### src/rtl/ps2_key_decoder_if.sv
// ps2_key_decoder_if
// Groups the scan-code input strobe and the decoded key-state/event outputs
// of ps2_key_decoder into one bundle.
//   recievedData    : scan-code byte from the PS2 controller
//   recievedNewData : one-cycle strobe, recievedData valid
//   keyState        : held-key vector, 1 = key down
//   eventValid      : one-cycle pulse on a press or release
//   eventIndex      : key index of the last event
//   eventIsRelease  : 1 = release, 0 = press
// Modports: master drives scan codes (PS2 side / testbench), slave is the decoder.
interface ps2_key_decoder_if #(
    parameter int NUM_KEYS = 29
);
    logic [7:0]          recievedData;
    logic                recievedNewData;
    logic [NUM_KEYS-1:0] keyState;
    logic                eventValid;
    logic [4:0]          eventIndex;
    logic                eventIsRelease;

    modport master (
        output recievedData, recievedNewData,
        input  keyState, eventValid, eventIndex, eventIsRelease
    );

    modport slave (
        input  recievedData, recievedNewData,
        output keyState, eventValid, eventIndex, eventIsRelease
    );
endinterface

### src/rtl/ps2_key_decoder.sv
// ps2_key_decoder
// Turns a stream of PS2 set-2 scan-code bytes into a held-key vector and a
// press/release event pulse for 29 keys (digits row, top letter row, space).
// Ports:
//   CLOCK_50 : clock, all logic on posedge
//   resetn   : synchronous reset, active HIGH despite its name
//   bus      : ps2_key_decoder_if.slave (scan codes in, key state/events out)
// Parameters:
//   NUM_KEYS       : width of keyState (at least 29)
//   PREFIX_TIMEOUT : clocks a pending F0/E0 prefix survives without a new byte
// Build option:
//   TYPEMATIC_FILTER_EN : when defined, a make code for a key already held
//                         produces no event (auto-repeat suppressed).
//
// state     | meaning
// ----------+---------------------------------------------------------
// IDLE      | no prefix pending; make codes become presses
// BREAK     | F0 seen; next mapped code is a release
// EXT       | E0 seen; extended key, byte is discarded
// EXT_BREAK | E0 F0 seen; extended release, byte is discarded
module ps2_key_decoder #(
    parameter int NUM_KEYS       = 29,
    parameter int PREFIX_TIMEOUT = 1000000
) (
    input  logic             CLOCK_50,
    input  logic             resetn,
    ps2_key_decoder_if.slave bus
);
    localparam int TIMER_W = (PREFIX_TIMEOUT > 1) ? $clog2(PREFIX_TIMEOUT) : 1;
    localparam logic [TIMER_W-1:0] TIMER_LAST = TIMER_W'(PREFIX_TIMEOUT - 1);

    typedef enum logic [1:0] {IDLE, BREAK, EXT, EXT_BREAK} state_t;

    state_t state, nextState;

    logic [TIMER_W-1:0]  timerCnt;
    logic                timeoutHit;
    logic                codeHit;
    logic [4:0]          codeIdx;
    logic                doPress;
    logic                doRelease;
    logic [NUM_KEYS-1:0] keyStateReg;
    logic                eventValidReg;
    logic [4:0]          eventIndexReg;
    logic                eventIsReleaseReg;

    wire newByte  = bus.recievedNewData;
    wire isBreak  = (bus.recievedData == 8'hF0);
    wire isExtend = (bus.recievedData == 8'hE0);

    always_comb begin
        codeHit = 1'b1;
        codeIdx = 5'd0;
        case (bus.recievedData)
            8'h0E: codeIdx = 5'd0;
            8'h16: codeIdx = 5'd1;
            8'h1E: codeIdx = 5'd2;
            8'h26: codeIdx = 5'd3;
            8'h25: codeIdx = 5'd4;
            8'h2E: codeIdx = 5'd5;
            8'h36: codeIdx = 5'd6;
            8'h3D: codeIdx = 5'd7;
            8'h3E: codeIdx = 5'd8;
            8'h46: codeIdx = 5'd9;
            8'h45: codeIdx = 5'd10;
            8'h4E: codeIdx = 5'd11;
            8'h55: codeIdx = 5'd12;
            8'h66: codeIdx = 5'd13;
            8'h0D: codeIdx = 5'd14;
            8'h15: codeIdx = 5'd15;
            8'h1D: codeIdx = 5'd16;
            8'h24: codeIdx = 5'd17;
            8'h2D: codeIdx = 5'd18;
            8'h2C: codeIdx = 5'd19;
            8'h35: codeIdx = 5'd20;
            8'h3C: codeIdx = 5'd21;
            8'h43: codeIdx = 5'd22;
            8'h44: codeIdx = 5'd23;
            8'h4D: codeIdx = 5'd24;
            8'h54: codeIdx = 5'd25;
            8'h5B: codeIdx = 5'd26;
            8'h5D: codeIdx = 5'd27;
            8'h29: codeIdx = 5'd28;
            default: codeHit = 1'b0;
        endcase
    end

    // A strobe in the timeout cycle is handled in the prefix state, so the
    // timeout only steers the FSM when no byte arrives.
    assign timeoutHit = (state != IDLE) && (timerCnt == TIMER_LAST);

    always_ff @(posedge CLOCK_50) begin
        if (resetn) begin
            state    <= IDLE;
            timerCnt <= '0;
        end else begin
            state <= nextState;
            if (newByte || state == IDLE || timeoutHit)
                timerCnt <= '0;
            else
                timerCnt <= timerCnt + TIMER_W'(1);
        end
    end

    always_comb begin
        nextState = state;
        if (newByte) begin
            unique case (state)
                IDLE:      nextState = isBreak ? BREAK : (isExtend ? EXT : IDLE);
                BREAK:     nextState = isBreak ? BREAK : (isExtend ? EXT_BREAK : IDLE);
                EXT:       nextState = isBreak ? EXT_BREAK : IDLE;
                EXT_BREAK: nextState = IDLE;
                default:   nextState = IDLE;
            endcase
        end else if (timeoutHit) begin
            nextState = IDLE;
        end
    end

    always_comb begin
        doPress   = 1'b0;
        doRelease = 1'b0;
        if (newByte && codeHit) begin
            if (state == IDLE) begin
`ifdef TYPEMATIC_FILTER_EN
                doPress = !keyStateReg[codeIdx];
`else
                doPress = 1'b1;
`endif
            end else if (state == BREAK) begin
                // Releasing a key that is not held is silently dropped.
                doRelease = keyStateReg[codeIdx];
            end
        end
    end

    always_ff @(posedge CLOCK_50) begin
        if (resetn) begin
            keyStateReg       <= '0;
            eventValidReg     <= 1'b0;
            eventIndexReg     <= 5'd0;
            eventIsReleaseReg <= 1'b0;
        end else begin
            eventValidReg <= doPress || doRelease;
            if (doPress || doRelease) begin
                eventIndexReg     <= codeIdx;
                eventIsReleaseReg <= doRelease;
            end
            if (doPress)
                keyStateReg[codeIdx] <= 1'b1;
            else if (doRelease)
                keyStateReg[codeIdx] <= 1'b0;
        end
    end

    assign bus.keyState       = keyStateReg;
    assign bus.eventValid     = eventValidReg;
    assign bus.eventIndex     = eventIndexReg;
    assign bus.eventIsRelease = eventIsReleaseReg;
endmodule

### src/flat_wrapper.sv
// flat-port wrapper written by rule: the top's interface ports become plain ports
module ps2_key_decoder_flat 
#(
    parameter int NUM_KEYS       = 29,
    parameter int PREFIX_TIMEOUT = 1000000
)
  (CLOCK_50, resetn, bus_recievedData, bus_recievedNewData, bus_keyState, bus_eventValid, bus_eventIndex, bus_eventIsRelease);
  ps2_key_decoder_if #(.NUM_KEYS(NUM_KEYS)) bus_i ();
  input  logic CLOCK_50;
  input  logic resetn;
  input wire logic [$bits(bus_i.recievedData)-1:0] bus_recievedData;
  input wire logic [$bits(bus_i.recievedNewData)-1:0] bus_recievedNewData;
  output wire logic [$bits(bus_i.keyState)-1:0] bus_keyState;
  output wire logic [$bits(bus_i.eventValid)-1:0] bus_eventValid;
  output wire logic [$bits(bus_i.eventIndex)-1:0] bus_eventIndex;
  output wire logic [$bits(bus_i.eventIsRelease)-1:0] bus_eventIsRelease;
  assign bus_i.recievedData = bus_recievedData;
  assign bus_i.recievedNewData = bus_recievedNewData;
  assign bus_keyState = bus_i.keyState;
  assign bus_eventValid = bus_i.eventValid;
  assign bus_eventIndex = bus_i.eventIndex;
  assign bus_eventIsRelease = bus_i.eventIsRelease;
  ps2_key_decoder #(.NUM_KEYS(NUM_KEYS), .PREFIX_TIMEOUT(PREFIX_TIMEOUT)) u_core (.CLOCK_50(CLOCK_50), .resetn(resetn), .bus(bus_i));
endmodule
### config.mk
export PLATFORM = sky130hd
export DESIGN_NAME = ps2_key_decoder_flat
export DESIGN_NICKNAME = d
export VERILOG_FILES = /design/src/rtl/ps2_key_decoder_if.sv /design/src/rtl/ps2_key_decoder.sv /design/src/flat_wrapper.sv
export SDC_FILE = /design/constraint.sdc
export NUM_CORES = 1
export LEC_CHECK = 0
export BUFFER_PORTS_ARGS = -buffer_cell sky130_fd_sc_hd__buf_4
export CORE_ASPECT_RATIO = 1.2
export CORE_MARGIN = 2
export CORE_UTILIZATION = 54
export DETAILED_ROUTE_END_ITERATION = 8
export GPL_TIMING_DRIVEN = 0
export PLACE_DENSITY = 0.75
export SLEW_MARGIN = 5
export SYNTH_ARGS = -nofsm -noshare
export SYNTH_HDL_FRONTEND = slang
export SYNTH_SLANG_ARGS = --single-unit
export TNS_END_PERCENT = 5
### constraint.sdc
create_clock -name CLOCK_50 -period 3.8 [get_ports CLOCK_50]
set_clock_uncertainty 0.05 [all_clocks]
set_input_delay 0.38 -clock CLOCK_50 [delete_from_list [all_inputs] [get_ports CLOCK_50]]
set_output_delay 0.38 -clock CLOCK_50 [all_outputs]
set_load 0.02 [all_outputs]
# --- After elaboration in Yosys (flattened, before gate mapping) ---
# Cells that the tools add are included.
word_totals:
  regBits: 58
  out_inout_bits: 36
  wordCells: 80
  in_bits: 11
op_classes:
  magnitude_cmp: 2
  reduce_logical: 12
  add_sub_neg: 1
  mux: 21
  bitwise_logic: 3
  n_eq_ne: 35
ops:
  columns: ["operator", "n"]
  rows:
  - ["$pmux W5 S28", 1]
  - ["$eq A8 B6 Y1 const B", 12]
  - ["$eq A8 B7 Y1 const B", 11]
  - ["$mux W29", 2]
  - ["$eq A8 B5 Y1 const B", 4]
  - ["$and A29 B29 Y29", 1]
  - ["$not A29 Y29", 1]
  - ["$or A29 B29 Y29", 1]
  - ["$reduce_or A29 Y1", 1]
  - ["$add A20 B1 Y20 const B", 1]
  - ["$eq A20 B20 Y1 const B", 1]
  - ["$eq A8 B4 Y1 const B", 2]
  - ["$eq A8 B8 Y1 const B", 2]
  - ["$mux W2", 7]
  - ["$mux W1", 8]
  - ["$pmux W2 S4", 1]
  - ["$lt A5 B6 Y1 const B", 1]
  - ["$reduce_bool A2 Y1", 3]
  - ["$bmux W1 S5", 1]
  - ["$demux W1 S5", 1]
  - ["$ge A5 B1 Y1 const B", 1]
  - ["$eq A2 B2 Y1 const B", 2]
  - ["$logic_and A1 B1 Y1", 3]
  - ["$logic_or A1 B1 Y1", 3]
  - ["3 further kinds", 3]

# --- Depth between registers and ports, before layout ---
# Gate-level depths: netlist (run 1).
logic_depth:
  word_depth: 10
  mapped_depth: 14
  mapped_depth_nobuf: 9

# --- Worst setup path after synthesis (run 1) ---
# Ideal clock, no wire load.
synth_path:
  path_type: "in2reg"
  start: "input bus_recievedData[3]"
  end: "register u_core.eventIndexReg[0] (netlist: u_core.bus.eventIndex[0])"
  cell_stages: 12
  n_path_buf: 4
  path_slack_ns: 0.962
  required_ns: 3.663
  setup_time_ns: 0.087
  t_arrival_ns: 2.701
  path_cell_list: "buf_2 > buf_6 > buf_4 > a22oi_2 > o22ai_1 > a211o_1 > buf_6 > and3_1 > o21a_1 > o211a_1 > a31o_4 > a221oi_2"
synth_via:
  elab_chain_cells: 8
  word_cells_on_any_way: 40
  cone_classes: "29 x eq/ne; 8 x mux; 3 x reduce/logical"
synth_lines:
  columns: ["item", "line", "text"]
  rows:
  - ["start: declaration", "flat_wrapper.sv:11", "input wire logic [$bits(bus_i.recievedData)-1:0] bus_recievedData;"]
  - ["$eq A8 B6 Y1, or another cell as far along", "ps2_key_decoder.sv:54", "case (bus.recievedData)"]
  - ["$pmux W5 S28", "ps2_key_decoder.sv:54", null]
  - ["$bmux W1 S5", "ps2_key_decoder.sv:132", "doRelease = keyStateReg[codeIdx];"]
  - ["$mux W1 (implied by the code)", "ps2_key_decoder.sv:132", null]
  - ["$mux W1", "ps2_key_decoder.sv:130", "end else if (state == BREAK) begin"]
  - ["$mux W1", "ps2_key_decoder.sv:124", "if (state == IDLE) begin"]
  - ["$mux W1", "ps2_key_decoder.sv:123", "if (newByte && codeHit) begin"]
  - ["$logic_or A1 B1 Y1", "ps2_key_decoder.sv:145", "if (doPress || doRelease) begin"]
  - ["end signal: assignment", "ps2_key_decoder.sv:146", "eventIndexReg <= codeIdx;"]
  - ["end: declaration", "ps2_key_decoder.sv:44", "logic [4:0] eventIndexReg;"]
# Parallel ways exist; a longest one is shown, timed or not. The select of a mux whose other input is x is not followed.
# A chain may end at the register's enable or synchronous reset.

==> impl_results.md, run 1 <==
* Crit. End Element: register
* Synth Area in Adders at 0.3432%
* Post-route DRC at 0
* H-tree depth at 3
* Routed length per instance at 18.10 µm
* FILL cells at 584
* Worst skew pair latency at 350 ps
* Vias at 3,792
* TNS Setup at 0 ps
* Worst IR drop on VDD at 0.1828 mV
* Initial DRC Count at 312
* EDFF count, synth at 0
* Core area at 6486 µm²
* Initial antenna violation count at 0
* TritonRoute pass-1 iters at 5
* Mapped Cells at 445
* HP Start: bus_recievedData[4]
* Final setup vio count at 0
* Largest net degree at the start of global routing at 13
* Max-Cap Viols at 0
* Syn Area/Cell at 8.193 µm²
* RSZ-0062 raised after global routing: no
* Setup Fix Bufs, Post-CTS at 0
* Tmin final at 3407 ps
* Critical Path AT at 3580 ps
* Gr usage total at 29.36%
* Vias per cell at 6.438
* Worst-path maximum fanout at 10
* CTS Sinks at 58
* WP data required at 3970 ps
* Antenna-violating nets left at 0
* Hold Crit Class: in -> reg
* Leak pwr at 1.525 nW
* N_diodes at 0
* Global route total overflow at 0
* Post-Layout Cell Count at 589
* Cell Area, Synth at 3646 µm²
* Post-cts gate resize count at 0
* CTS Buffer Depth at 2
* F_max at 293.5 MHz
* Root Buffer: clkbuf_8
* Final Max Tran Viols at 0
* Die height at 94.01 µm
* Yosys cell types at 72
* First-pass GRT wire length at 17,270 µm
* Fraction of synthesized area in multiplexers at 0.2745%
* #FFs+latches synth at 58
* Setup ws final at 392.7 ps
* Nets at 511
* Width of the die at 79.01 µm
* CTS tree: yes
* Total CTS buffers at 9
* Post-Route WL at 10,660 µm
* Rel. slew slack at 27.28%
* Largest family of logic cells by synthesized area: simple AND/OR/NAND/NOR gates
* Setup Crit Path Kind: in -> reg
* Placed cell count at 573
* Tightest Pin Transition at 1082 ps
* Status: complete, no violations
* Power density over the cells at 320.0 nW/µm²
* Initial Utilization at 56.21%
* Vias in the first global route at 3,464
* Mapped Nets at 457
* Final Hold Fails at 0
* Share of cells above drive strength 1 at 21.43%
* Synth Area in Simple Gates at 33.56%
* Hold bufs inserted after CTS at 0
* Seq/Total Area, Yosys at 31.85%
* Post-synthesis compound-gate area fraction at 23.82%
* XOR/XNOR Fraction of Synth Area at 4.804%
* I/O Pins at 47
* Ys async rst share at 0%
* Crit path from: bus_recievedData[0]
* Crit share post-route at 89.67%
* Pre-CTS setup slack at 124.9 ps
* Die area at 7428 µm²
* Area Growth Syn to Fin at 17.30%
* Hpwl dp at 7888 µm
* RePlAce Congestion at 0.9391
* Warnings from Yosys at 0
* Clock slew at reported path FFs at 70 ps
* Top FF cell, synth: dfxtp_1
* Rows at 32
* Port Buffers at 43
* Critical Path Source Type: primary input
worst max-delay path, stage by stage:
cell	delay, ps
buf_4	130
buf_2	180
nor2b_1	480
nand4_1	330
o21ai_1	330
or3_4	240
o31ai_1	100
nor3b_1	360
and4_1	410
nand2_1	200
o41a_1	440
path summary, 6_finish.rpt:
kind / end / slack, ps / cells after the start
min: register / 380 / 4
max: register / 390 / 11
min reg2reg: u_core.timerCnt[0]$_SDFF_PP0_ / 410 / 1
max reg2reg: register / 1730 / 5
layer usage:
metal | up-vias | track usage, % | share of wire, %
met4 | 0 | 11.35 | 3.3
met3 | 40 | 5.577 | 7.5
met2 | 185 | 48.38 | 47
li1 | 1782 | - | -
met5 | - | 0 | 0
met1 | 1785 | 37.81 | 42
cell usage after synthesis (3+ instances only):
library cell,count,area [µm²]
a21o_1,3,22.52
nor3b_1,6,45.04
inv_1,6,22.52
nor4b_1,4,35.03
or3_1,3,18.77
xnor2_1,10,87.58
and4_1,4,35.03
dfxtp_1,58,1161
buf_4,5,37.54
buf_2,12,60.06
o21ai_1,4,20.02
nand4_1,10,62.56
nor4bb_1,6,60.06
o21ai_0,15,75.07
and3_1,12,75.07
a311oi_1,5,43.79
a211oi_1,10,75.07
nor3_1,12,60.06
nand2_1,31,116.4
nand4b_1,3,26.28
clkbuf_1,7,26.28
and2_1,5,31.28
a211oi_2,3,37.54
nor2_1,58,217.7
xor2_1,10,87.58
a221oi_2,5,75.07
o41a_1,5,56.30
and4b_1,4,40.04
nand3_1,28,140.1
a21oi_1,34,170.2
o31ai_1,4,30.03
buf_6,4,45.04
nor2b_1,8,50.05
cell type report:
| class | instances | area (µm²) | share of cell area (%) |
|---|---|---|---|
| Buffer | 29 | 172.7 | 4.037 |
| Clock buffer | 9 | 123.9 | 2.896 |
| Clock inverter | 7 | 77.57 | 1.814 |
| Inverter | 6 | 22.52 | 0.5266 |
| Multi-Input combinational cell | 352 | 2290 | 53.54 |
| Sequential cell | 58 | 1161 | 27.15 |
| Tap cell | 85 | 106.4 | 2.487 |
| Timing Repair Buffer | 43 | 322.8 | 7.548 |
cells in the final DEF, fill, tap and decap left out, types with 5 or more instances in the layout:
cell and n:
nand3_1 28, a211oi_1 10, buf_4 48, buf_2 12, xnor2_1 10, nand2_1 31
o41a_1 5, nor4bb_1 6, clkbuf_1 7, a311oi_1 5, inv_1 6, nor2b_1 8
and3_1 12, a221oi_2 5, nand4_1 10, nor2_1 58, and2_1 5, nor3b_1 6
xor2_1 10, a21oi_1 34, clkbuf_8 9, nor3_1 12, o21ai_0 15, dfxtp_1 58
where the power goes:
part	switching (mW)	internal, mW
sequential	0.00291	0.612
clock	0.277	0.308
combinational	0.108	0.0612
per-stage QoR:
| stage | power (mW) | instance area [µm²] | utilization, % | hold WS, ps |
|---|---|---|---|---|
| 6_report | 1.369 | 4277 | 65.93 | 375.9 |
| 2_1_floorplan | 0.7458 | 3646 | - | 376.0 |
| 5_1_grt | 1.408 | 4277 | 65.93 | 410.9 |
| 3_3_place_gp | 0.7924 | 4075 | 62.83 | 390.9 |
| 4_1_cts | 1.364 | 4277 | 65.93 | 372.9 |
| 3_5_place_dp | 0.7943 | 4075 | 62.83 | 397.9 |
cell families (layout without fill, tap and decap cells):
group           Yosys count  in the layout
flops                    58             58
compound gates          115            115
mux                       1              1
xor+xnor                 20             20
fa+ha+maj                 1              1
buf+inv                  35             94
simple gates            215            215
Power figures use the tool's default switching activity.
==> run 2, diff against run 1 <==
--- a/config.mk
+++ b/config.mk
@@ -8,10 +8,10 @@
 export BUFFER_PORTS_ARGS = -buffer_cell sky130_fd_sc_hd__buf_4
 export CORE_ASPECT_RATIO = 1.2
 export CORE_MARGIN = 2
-export CORE_UTILIZATION = 54
+export CORE_UTILIZATION = 55
 export DETAILED_ROUTE_END_ITERATION = 8
 export GPL_TIMING_DRIVEN = 0
-export PLACE_DENSITY = 0.75
+export PLACE_DENSITY = 0.76
 export SLEW_MARGIN = 5
 export SYNTH_ARGS = -nofsm -noshare
 export SYNTH_HDL_FRONTEND = slang
==> run 2 against run 1 <==
Count of clock-buffer cells in the layout is 2 higher. Worst setup slack worse by 70 ps. Global-route usage is 0.19 points higher. Die area is 1.7% lower. Non-clock buffer count stayed put. Combinational power hardly changed. First-iteration DRC count is 10% lower. Final cell count stayed put. Clock power is 7.9% higher. Register-to-register slack hardly changed.
==> impl_results.md, run 2 (synthesis results as in run 1) <==
* Status: complete, no violations
* Clock network fraction of design power at 44.6%
* Gr usage total at 29.55%
* Hpwl dp at 7791 µm
* Crit-path max cell delay at 490 ps
* Leak pwr at 1.534 nW
* Initial DRC Count at 280
* First-pass GRT wire length at 17,220 µm
* CTS Sinks at 58
* TNS Setup at 0 ps
* Tmin final at 3477 ps
* Hold bufs inserted after CTS at 0
* Max stage delay cell, worst path: nor2b_1
* TritonRoute pass-1 iters at 5
* Total Power at 1.415 mW
* Final Cell Area at 4294 µm²
* Pint at 1.058 mW
* Crit. End Element: register
* CTS Buffer Depth at 2
* Vias in the first global route at 3,423
* Power density over the cells at 329.5 nW/µm²
* Final Max Tran Viols at 0
* Routed length per instance at 17.95 µm
* Worst IR drop on VDD at 0.2211 mV
* Worst skew pair latency at 340 ps
* Vias at 3,741
* Hold Crit Class: reg -> reg
* Gate power share at 12.0%
* Largest net degree at the start of global routing at 11
* N_diodes at 0
* Pre-CTS setup slack at 145.6 ps
* Placed Area at 4075 µm²
* Setup Crit Path Kind: in -> reg
* Core area at 6406 µm²
* Setup Fix Bufs, Post-CTS at 0
* RePlAce Congestion at 0.9453
* Die area at 7299 µm²
* Psw at 0.3565 mW
* Port Buffers at 43
* Vias per cell at 6.351
* Setup ws final at 323.1 ps
* Max-Cap Viols at 0
* Tightest Pin Transition at 1068 ps
* Global route total overflow at 0
* Worst-path maximum fanout at 10
* Share of cells above drive strength 1 at 21.23%
* Initial Utilization at 56.91%
* Placed cell count at 573
* Final Hold Fails at 0
* Post-Route WL at 10,570 µm
* I/O Pins at 47
* Post-cts gate resize count at 0
* Area Growth Syn to Fin at 17.78%
* Nets at 511
* H-tree depth at 3
* Critical Path AT at 3620 ps
* Seq pwr share at 43.5%
* Die height at 93.19 µm
* Critical Path Source Type: primary input
* Initial antenna violation count at 0
* Post-route DRC at 0
* WP data required at 3940 ps
* Total CTS buffers at 9
* Root Buffer: clkbuf_8
* Width of the die at 78.33 µm
* F_max at 287.6 MHz
* Sw frac at 25.20%
* RSZ-0062 raised after global routing: no
* Antenna-violating nets left at 0
* Rows at 32
* CTS tree: yes
* Rel. slew slack at 28.28%
* Cell Chain, Critical Path: buf_4 -> buf_2 -> nor2b_1 -> nand4_1 -> o21ai_1 -> or3_4 -> o31ai_1 -> nor3b_1 -> nand4_1 -> buf_2 -> nor4_1 -> nor3_1
* Crit share post-route at 91.50%
* Clock slew at reported path FFs at 70 ps
* Hold WS at 414.4 ps
* Final setup vio count at 0
* Finished Core Util at 67.03%
* Commonest cells after routing, fill and taps aside: nor2_1 (58), dfxtp_1 (58), buf_4 (48)
* Post-Layout Cell Count at 589
## run 2: cell types whose count changed in the layout (fill, tap and decap cells not counted)
cell,previous run,this run
clkbuf_8,9,10
inv_6,2,0
bufinv_16,1,2
clkbuf_1,7,8
clkinv_4,2,0
clkinv_2,1,2
## run 2: cell type report
cell class | count | area [µm²]
multi-input combinational | 352 | 2290
fill | 584 | 2112
sequential | 58 | 1161
timing repair buffer | 43 | 322.8
buffer | 29 | 172.7
clock buffer | 11 | 141.4
tap | 85 | 106.4
clock inverter | 5 | 77.57
inverter | 6 | 22.52
## run 2: critical path: cells and delay by family
family                 cells  cell delay, ps
AO/OA/AOI/OAI              2             450
AND/OR/NAND/NOR            7            2210
buffers and inverters      3             570
## run 2: final timing paths
check / from / endpoint / slack [ps] / cells past startpoint
worst max register to register: register / register / 1720 / 8
worst min register to register: u_core.bus.eventIsRelease$_SDFFE_PP0P_ / u_core.bus.eventIsRelease$_SDFFE_PP0P_ / 410 / 2
worst min-delay path: u_core.bus.eventIsRelease$_SDFFE_PP0P_ / u_core.bus.eventIsRelease$_SDFFE_PP0P_ / 410 / 2
worst max-delay path: bus_recievedData[0] / register / 320 / 12
## run 2: power groups by stage
stage,logic (mW),registers [mW],clock network [mW]
finish,0.169,0.615,0.631
CTS,0.165,0.615,0.636
detailed placement,0.164,0.629,0
global placement,0.163,0.629,0
global route,0.180,0.615,0.670
floorplan,0.112,0.634,0
## run 2: metal layers
metal	up-vias	GRT usage (%)	part of all wire, %
met5	-	0	0
met4	0	11.11	2.9
met3	35	4.440	7.5
met2	173	47.49	47
met1	1758	40.12	43
li1	1775	-	-
==> run 3, diff against run 2 <==
--- a/config.mk
+++ b/config.mk
@@ -6,7 +6,7 @@
 export NUM_CORES = 1
 export LEC_CHECK = 0
 export BUFFER_PORTS_ARGS = -buffer_cell sky130_fd_sc_hd__buf_4
-export CORE_ASPECT_RATIO = 1.2
+export CORE_ASPECT_RATIO = 1.1
 export CORE_MARGIN = 2
 export CORE_UTILIZATION = 55
 export DETAILED_ROUTE_END_ITERATION = 8
==> run 3 against run 2 <==
Total power shrank 0.61%. Die area hardly changed. Final area fell by 0.38%. Critical path type unchanged. Largest power group unchanged.
==> impl_results.md, run 3 (synthesis results as in run 1) <==
* Tightest Pin Transition at 1133 ps
* FILL cells at 568
* Power density over the cells at 328.7 nW/µm²
* Setup ws final at 247.6 ps
* WP data required at 3980 ps
* Hold Crit Depth at 4
* HP Start: bus_recievedData[4]
* Routed length per instance at 18.21 µm
* Crit share post-route at 93.49%
* Hpwl dp at 7737 µm
* Area Growth Syn to Fin at 17.33%
* Initial Utilization at 55.95%
* F_max at 281.5 MHz
* Finished Core Util at 65.65%
* CTS Sinks at 58
* R2r setup slk at 1770 ps
* Initial DRC Count at 275
* Hold Crit Class: in -> reg
* Commonest cells after routing, fill and taps aside: nor2_1 (58), dfxtp_1 (58), buf_4 (48)
* First-pass GRT wire length at 16,880 µm
* Rows at 31
* Final Hold Fails at 0
* Worst-path maximum fanout at 10
* Buffers & Inverters on Critical Path at 2
* Status: complete, no violations
* Crit-path max cell delay at 500 ps
* Port Buffers at 43
* Sequential cell area at 1161 µm²
* Final Max Tran Viols at 0
* Post-cts gate resize count at 0
* Die height at 89.40 µm
* N_diodes at 0
* Multi-input logic area at 2290 µm²
* Share of cells above drive strength 1 at 20.92%
* CP delay by family, top: simple AND/OR/NAND/NOR gates
* Vias in the first global route at 3,357
* TritonRoute pass-1 iters at 6
* Vias per cell at 6.479
* Final Cell Area at 4278 µm²
* Vias at 3,784
* Critical Path Source Type: primary input
* Max-Cap Viols at 0
* Largest net degree at the start of global routing at 11
* Placed Area at 4071 µm²
* Antenna-violating nets left at 0
* Hold WS at 390.5 ps
* Worst IR drop on VDD at 0.1682 mV
* Core area at 6516 µm²
* Gr usage total at 30.17%
* Tmin final at 3552 ps
* Hold bufs inserted after CTS at 0
* Worst Reg-to-Reg Cells at 4
* Initial antenna violation count at 0
* Final setup vio count at 0
* TNS Setup at 0 ps
* Setup Fix Bufs, Post-CTS at 0
* Leak pwr at 1.530 nW
* Rel. slew slack at 23.90%
* CTS tree: yes
* Die area at 7297 µm²
* Total CTS buffers at 9
* I/O Pins at 47
* Max stage delay cell, worst path: nor2b_1
* CTS Buffer Depth at 2
* Root Buffer: clkbuf_8
* Crit. End Element: register
* Nets at 511
* Pre-CTS setup slack at 87.47 ps
* Clock slew at reported path FFs at 60 ps
* Cell Chain, Critical Path: buf_4 -> buf_2 -> nor2b_1 -> nand4_1 -> o21ai_1 -> or3_4 -> o31ai_1 -> nor3b_1 -> and4_1 -> nand2_1 -> o41a_1
* Post-route DRC at 0
* WP depth at 11
* Post-Route WL at 10,630 µm
* Worst skew pair latency at 340 ps
* Critical Path AT at 3730 ps
* RSZ-0062 raised after global routing: no
* RePlAce Congestion at 0.9888
* Reg-to-reg startpoint: u_core.state[0]$_SDFFE_PP0P_
* Width of the die at 81.63 µm
* Global route total overflow at 0
* H-tree depth at 3
* Setup Crit Path Kind: in -> reg
run 3: cell count changes in the layout (fill, tap and decap cells not counted), sizes merged:
cell | before | now
clkinvlp | 1 | 0
clkinv | 2 | 1
run 3: layout make-up:
cell class	instances	share of cell area, %
Sequential cell	58	27.14
Buffer	29	4.036
Inverter	6	0.5265
Clock buffer	11	3.305
Multi-Input combinational cell	352	53.52
Tap cell	82	2.398
Timing Repair Buffer	43	7.546
Clock inverter	3	1.521
run 3: per-layer routing:
layer	wire, µm	GRT usage [%]	vias to the layer above	part of all wire, %
met3	781	4.747	30	7.3
met4	313	13.64	0	2.9
li1	-	-	1771	-
met5	0	0	-	0
met2	4909	46.57	170	46
met1	4629	41.51	1813	44
run 3: worst max path at each step:
stage | startpoint | to
2_1_floorplan | bus_recievedData[3] | u_core.bus.eventIndex[0]$_SDFFE_PP0P_
3_3_place_gp | bus_recievedData[0] | register
3_5_place_dp | bus_recievedData[0] | register
4_1_cts | bus_recievedData[0] | register
5_1_grt | bus_recievedData[0] | register
6_report | bus_recievedData[0] | register
run 3: metrics by stage:
stage	instances	total power [mW]
CTS	584	1.405
global route	584	1.446
floorplan	445	0.7458
detailed placement	570	0.7937
finish	584	1.406
global placement	570	0.7908
run 3: tightest hold or removal path: stages:
cell	delay (ps)
buf_4	120
nor4b_4	80
nand3_1	80
a21oi_1	70
run 3: power by group:
part	switching [mW]	internal, mW	total (mW)
clock network	0.243	0.379	0.621
registers	0.00306	0.612	0.616
logic	0.108	0.0612	0.169
